--- src/rtl/adder32b_comparator_pkg.sv ---
`default_nettype none
// ============================================================================
//  Module      : adder32b_comparator_pkg
//  Description : Shared CPU ALU constants, comparator flag type and the
//                helper that turns an A-B result into compare flags.
//  Revision    : 1.0 - initial release
// ============================================================================
package adder32b_comparator_pkg;

  // ALU datapath widths
  localparam int XLEN_DEFAULT = 32;
  localparam int SHAMT_W      = $clog2(XLEN_DEFAULT);

  // Comparator flags produced alongside the adder result
  typedef struct packed {
    logic eq;
    logic ls;
    logic lu;
  } cmp_flags_t;

  // Flags are derived from the subtraction result only:
  //  - equal when the difference is zero
  //  - unsigned less-than is the borrow, i.e. no carry out
  //  - signed less-than: with differing signs, A is smaller exactly when it
  //    is negative; with equal signs the difference cannot overflow, so its
  //    sign bit is the answer
  function automatic cmp_flags_t cmp_flags(input logic a_msb,
                                           input logic b_msb,
                                           input logic s_msb,
                                           input logic s_zero,
                                           input logic cout);
    cmp_flags_t f;
    f.eq = s_zero;
    f.lu = ~cout;
    f.ls = (a_msb != b_msb) ? a_msb : s_msb;
    return f;
  endfunction

endpackage
`default_nettype wire

--- src/rtl/adder32b_comparator_adder32b.sv ---
`default_nettype none
// ============================================================================
//  Module      : adder32b
//  Description : Combinational add/subtract: S = A + (B ^ {sub}) + sub,
//                with carry out of the most significant bit.
//  Revision    : 1.0 - initial release
// ============================================================================
module adder32b
  import adder32b_comparator_pkg::*;
#(
  parameter int XLEN = XLEN_DEFAULT
) (
  input  logic [XLEN-1:0] a,
  input  logic [XLEN-1:0] b,
  input  logic            sub,
  output logic [XLEN-1:0] s,
  output logic            cout
);

  logic [XLEN-1:0] w_b_eff;
  logic [XLEN:0]   w_full;

  // Invert B and inject the +1 carry-in for subtraction; one extra bit
  // captures the carry out of the MSB.
  assign w_b_eff = b ^ {XLEN{sub}};
  assign w_full  = {1'b0, a} + {1'b0, w_b_eff} + {{XLEN{1'b0}}, sub};
  assign s       = w_full[XLEN-1:0];
  assign cout    = w_full[XLEN];

endmodule
`default_nettype wire

--- src/rtl/adder32b_comparator.sv ---
`default_nettype none
// ============================================================================
//  Module      : adder32b_comparator
//  Description : Registered add/subtract unit with equal, signed-less-than
//                and unsigned-less-than flags. One-cycle latency, accepts a
//                new operation every cycle, holds results when idle.
//  Revision    : 1.0 - initial release
// ============================================================================
module adder32b_comparator
  import adder32b_comparator_pkg::*;
#(
  parameter int XLEN = XLEN_DEFAULT
) (
  input  logic            clk,
  input  logic            reset,
  input  logic            valid_in,
  input  logic [XLEN-1:0] a,
  input  logic [XLEN-1:0] b,
  input  logic            sub,
  output logic            valid_out,
  output logic [XLEN-1:0] s,
  output logic            cout,
  output logic            eq,
  output logic            ls,
  output logic            lu
);

  logic [XLEN-1:0] w_sum;
  logic            w_cout;
  cmp_flags_t      w_flags;

  logic            r_valid;
  logic [XLEN-1:0] r_s;
  logic            r_cout;
  logic            r_eq;
  logic            r_ls;
  logic            r_lu;

  adder32b #(
    .XLEN (XLEN)
  ) u_adder (
    .a    (a),
    .b    (b),
    .sub  (sub),
    .s    (w_sum),
    .cout (w_cout)
  );

  // Flags come from the adder result regardless of sub; they are only
  // meaningful as comparisons when subtracting.
  assign w_flags = cmp_flags(a[XLEN-1], b[XLEN-1], w_sum[XLEN-1],
                             (w_sum == '0), w_cout);

  // Output registers: valid tracks valid_in every edge, results load only
  // on valid operations and otherwise hold.
  always_ff @(posedge clk or posedge reset) begin
    if (reset) begin
      r_valid <= 1'b0;
      r_s     <= '0;
      r_cout  <= 1'b0;
      r_eq    <= 1'b0;
      r_ls    <= 1'b0;
      r_lu    <= 1'b0;
    end else begin
      r_valid <= valid_in;
      if (valid_in) begin
        r_s    <= w_sum;
        r_cout <= w_cout;
        r_eq   <= w_flags.eq;
        r_ls   <= w_flags.ls;
        r_lu   <= w_flags.lu;
      end
    end
  end

  assign valid_out = r_valid;
  assign s         = r_s;
  assign cout      = r_cout;
  assign eq        = r_eq;
  assign ls        = r_ls;
  assign lu        = r_lu;

endmodule
`default_nettype wire

--- config.mk ---
export PLATFORM = sky130hd
export DESIGN_NAME = adder32b_comparator
export DESIGN_NICKNAME = d
export VERILOG_FILES = /design/src/rtl/adder32b_comparator_pkg.sv /design/src/rtl/adder32b_comparator_adder32b.sv /design/src/rtl/adder32b_comparator.sv
export SDC_FILE = /design/constraint.sdc
export NUM_CORES = 1
export LEC_CHECK = 0
export ABC_AREA = 1
export BUFFER_PORTS_ARGS = -buffer_cell sky130_fd_sc_hd__clkbuf_2
export CORE_MARGIN = 3
export CORE_UTILIZATION = 59
export CTS_CLUSTER_DIAMETER = 100
export DETAILED_ROUTE_END_ITERATION = 7
export GPL_TIMING_DRIVEN = 0
export PLACE_DENSITY = 0.88
export SYNTH_ARGS = -nofsm -noshare
export SYNTH_HDL_FRONTEND = slang
export SYNTH_HIERARCHICAL = 1
export SYNTH_SLANG_ARGS = --single-unit
--- constraint.sdc ---
create_clock -name clk -period 1.67 [get_ports clk]
set_input_delay 0.0835 -clock clk [delete_from_list [all_inputs] [get_ports clk]]
set_output_delay 0.0835 -clock clk [all_outputs]
set_load 0.005 [all_outputs]
==> results of run 1 <==
## kinds of logic after synthesis
family          after synthesis
compound gates               69
flops                        37
fa+ha+maj                    35
simple gates                362
xor+xnor                     47
buf+inv                     113
## timing repair
item / 4_1_cts
hold buffers: 1
setup endpoints to repair: 26
setup buffers: 34
resized for setup: 108
gates cloned: 2
pin swaps: 71
hold endpoints to repair: 1
## stage by stage
step                      cell area (um^2)  hold WS [ns]
after floorplan                       4170         0.115
after detailed placement              4790         0.214
after CTS                             5600        0.0756
after global placement                4790         0.210
==> results.cfg, run 1 <==
[placed_design]
port_buffers = 103
detailedPlace.worstSlack_ns = -0.856
finalWeightedCongestion = 0.890
hpwl_um = 9640
dp.cells = 843

[status]
stop_error = [ERROR DPL-0038] Utilization greater than 100%, impossible to legalize
failing_step = 5_1_grt
status = did not finish

[die]
die_h_um = 89.1
rows = 29
ios = 105
die-width_um = 89.1
start_util_pct = 62.4

[clocking]
cts.sinks = 37
root_buffer = clkbuf_8
clockBufferDepth = 2
numCtsBuffers = 5
ctsHtreeMaxLevel = 2

[synth]
synthArstFlopShare_pct = 100
synth-seq-cells = 37
syn_area_per_cell_um2 = 6.15
synth_common_cells = nand2_1 (255), inv_1 (101), nor2_1 (59)
synth.largest_area_cell = nand2_1
yosysSeqAreaShare_pct = 22.7
synthSimpleGateAreaFrac_pct = 36.1
synth_most_common_cell = nand2_1
synth_ff_type = dfrtp_1
synth_compound_area_share_pct = 9.09
netlist_instances = 663
synthAdderAreaFrac_pct = 10.9
syn_nets = 766
ys_warn_count = 6
synth_edf_count = 0
synthMuxAreaShare_pct = 0
synth_top_family_by_area = simple AND/OR/NAND/NOR gates
synth.distinct_cells = 29
yosys-top-cells-area = nand2_1 (23%), dfrtp_1 (23%), ha_1 (10%)
synth_xor_area_share_pct = 10.1
synthDominantCellAreaShare_pct = 23.5
syn_area_um2 = 4080

[timing]
worstEndpointType = register data pin
worst_endpoint = eq$_DFFE_PP0P_/D

[global_routing]
grt_start_max_net_pins = 38
==> run 2, diff against run 1 <==
--- a/config.mk
+++ b/config.mk
@@ -8,11 +8,10 @@
 export ABC_AREA = 1
 export BUFFER_PORTS_ARGS = -buffer_cell sky130_fd_sc_hd__clkbuf_2
 export CORE_MARGIN = 3
-export CORE_UTILIZATION = 59
-export CTS_CLUSTER_DIAMETER = 100
+export CORE_UTILIZATION = 40
 export DETAILED_ROUTE_END_ITERATION = 7
 export GPL_TIMING_DRIVEN = 0
-export PLACE_DENSITY = 0.88
+export PLACE_DENSITY_LB_ADDON = 0.15
 export SYNTH_ARGS = -nofsm -noshare
 export SYNTH_HDL_FRONTEND = slang
 export SYNTH_HIERARCHICAL = 1
==> run 2 against run 1 <==
The flow now finishes, with violations (negative setup slack). Synthesized cell count did not move. Area after synthesis did not move.
==> results.cfg, run 2 <==
[finish]
final_common_cell = nand2_1
diodes = 0
syn2layout_area_growth_pct = 53.3
fin_nets = 928
final_cell_mix = nand2_1 (188), clkbuf_2 (103), inv_1 (92)
fin_area_um2 = 6250
drive_gt1_share_pct = 44.5
largest_reg_flops = 32
finalCoreUtilization_pct = 63.7

[flow_run]
maxCapViolCount = 0

[setup_path]
crit_required_ns = 1.89
cp_max_fo = 7
critPathArrivalTime_ns = 2.47
path_class = input pin to register
end_kind = register
startpoint_type = input pin
reg2regPathDepth = 1

[power_and_ir_drop]
leakage_nw = 3.37
comb_power_share_pct = 62.9
power_frac_seq_pct = 24.8
power_density_nw_per_um2 = 789
power.share.clock_pct = 12.3
power.switching_mw = 2.16
vdd_ir_drop_max_mv = 0.421
switching_share_pct = 43.9
post-layout-total-power_mw = 4.93
internal-power_mw = 2.77

[synth]
synthDominantCellAreaShare_pct = 23.5
synth_most_common_cell = nand2_1
synth.largest_area_cell = nand2_1
yosys-top-cells-area = nand2_1 (23%), dfrtp_1 (23%), ha_1 (10%)
syn_area_um2 = 4080
synth_ff_type = dfrtp_1
synth_common_cells = nand2_1 (255), inv_1 (101), nor2_1 (59)
ys_warn_count = 6
synthArstFlopShare_pct = 100
synth_edf_count = 0
syn_area_per_cell_um2 = 6.15
synth.distinct_cells = 29
synth-seq-cells = 37
yosysSeqAreaShare_pct = 22.7
syn_nets = 766
netlist_instances = 663

[clocking]
clockBufferDepth = 2
ctsHtreeMaxLevel = 2
root_buffer = clkbuf_8
cts.sinks = 37
insertion_delay_ns = 0.28
numCtsBuffers = 5
clk_pin_slew_ns = 0.06
cts_tree = done

[global_routing]
grt_first_pass_wirelength_um = 20200
grt_start_max_net_pins = 38
antenna_found_initial = 0
grt_pass1_vias = 4352
grtUsageTotal_pct = 21.8
grt_overflow = 0

[timing]
clock_skew_ns = 0
worst_slack_ns = -0.578
rsz0062_at_grt = true
hold_viol_final = 0
finalSetupViolCount = 24
slew_headroom_pct = 49.7
max_freq_ghz = 0.445
tightestPinTransition_ns = 0.754
min_period_over_period_pct = 135
finalCriticalPeriod_ns = 2.25
fin_tns_setup_ns = -3.70
slew_violations = 0

[detailed_routing]
ant_nets = 0
vias = 4658
first_pass_iters = 4
drcViolationCount = 0
routed_wl_um = 13600
drt_iter0_drc = 192
viasPerCell = 4.86
wl_per_cell_um = 14.2

[die]
rows = 36
dieArea_um2 = 11400
die_h_um = 107
start_util_pct = 41.5
die-width_um = 107
design.core.area_um2 = 9820
ios = 105

[placed_design]
detailedPlace.worstSlack_ns = -1.05
placed_area_um2 = 4860
finalWeightedCongestion = 0.901
hpwl_um = 10200
port_buffers = 103

[worst_hold_path]
hold_path_depth = 3
hp-class = input pin to register

[status]
violations = negative setup slack
status = finished with violations
run 2: cell counts after synthesis:
No cell type changed its count.
run 2: worst max-delay path, cell delays in order:
cell and delay [ns]:
buf_16 0.13, buf_16 0.15, xor2_1 0.16, ha_1 0.37
nand2_1 0.12, nand2_2 0.07, nand2_2 0.08, nand3_2 0.10
a21oi_2 0.23, nand2_4 0.10, nand2_2 0.10, nand2_1 0.06
nand2_1 0.07, nand2_2 0.06, nor2_2 0.09, nand2_2 0.09
nor2_2 0.12, nand2_2 0.06, nor2_2 0.10, nand2_1 0.07
nand2_1 0.06
run 2: power by group through the flow:
| stage | Combinational, mW | Clock [mW] | Sequential [mW] |
|---|---|---|---|
| floorplan | 1.40 | 0 | 1.24 |
| global placement | 2.10 | 0 | 1.23 |
| detailed placement | 2.13 | 0 | 1.24 |
| CTS | 2.56 | 0.624 | 1.22 |
| global route | 3.38 | 0.661 | 1.24 |
| finish | 3.10 | 0.607 | 1.22 |
run 2: what timing repair did:
action,CTS,global route
hold buffers,1,1
endpoints found under the hold margin,1,37
pin swaps,46,61
gates resized for setup,96,124
setup buffers,28,20
endpoints found under the setup margin,25,30
cloned,2,0
run 2: cells by family (layout without fill, tap and decap cells):
kind of cell,after synthesis,count (layout),share of synthesized area (%)
AOI/OAI and AO/OA,69,69,9.09
DFF,37,37,22.7
and+or+nand+nor,362,362,36.1
adders and majority gates,35,35,10.9
buffers and inverters,113,275,11.1
xor gates and xnor gates,47,47,10.1
run 2: layout make-up:
cell class	count	area, um^2
Clock buffer	7	86.3
Fill cell	918	3570
Buffer	11	133
Inverter	102	385
Timing Repair Buffer	155	977
Sequential cell	37	926
Tap cell	133	166
Multi-Input combinational cell	513	3580
run 2: final timing paths:
check | slack, ns | to | start
min in group asynchronous | 0.47 | s[7] | reset
min reg2reg | 0.47 | s[27] | s[27]
min | 0.07 | ls | a[31]
max in group asynchronous | 0.71 | cout | reset
max | -0.58 | eq | sub
max reg2reg | 1.02 | lu | lu
run 2: per-stage QoR:
| step | instances | hold slack (ns) |
|---|---|---|
| 6_report | 958 | 0.0742 |
| 3_3_place_gp | 899 | 0.209 |
| 5_1_grt | 958 | 0.0951 |
| 2_1_floorplan | 663 | 0.115 |
| 3_5_place_dp | 899 | 0.210 |
| 4_1_cts | 937 | 0.0626 |
run 2: routing by layer:
layer,track usage (%),vias up,wire (um)
met2,36.6,133,6430
li1,-,2357,-
met5,0,-,0
met4,6.12,0,316
met3,1.93,25,700
met1,30.0,2143,6140
Power figures use the tool's default switching activity.
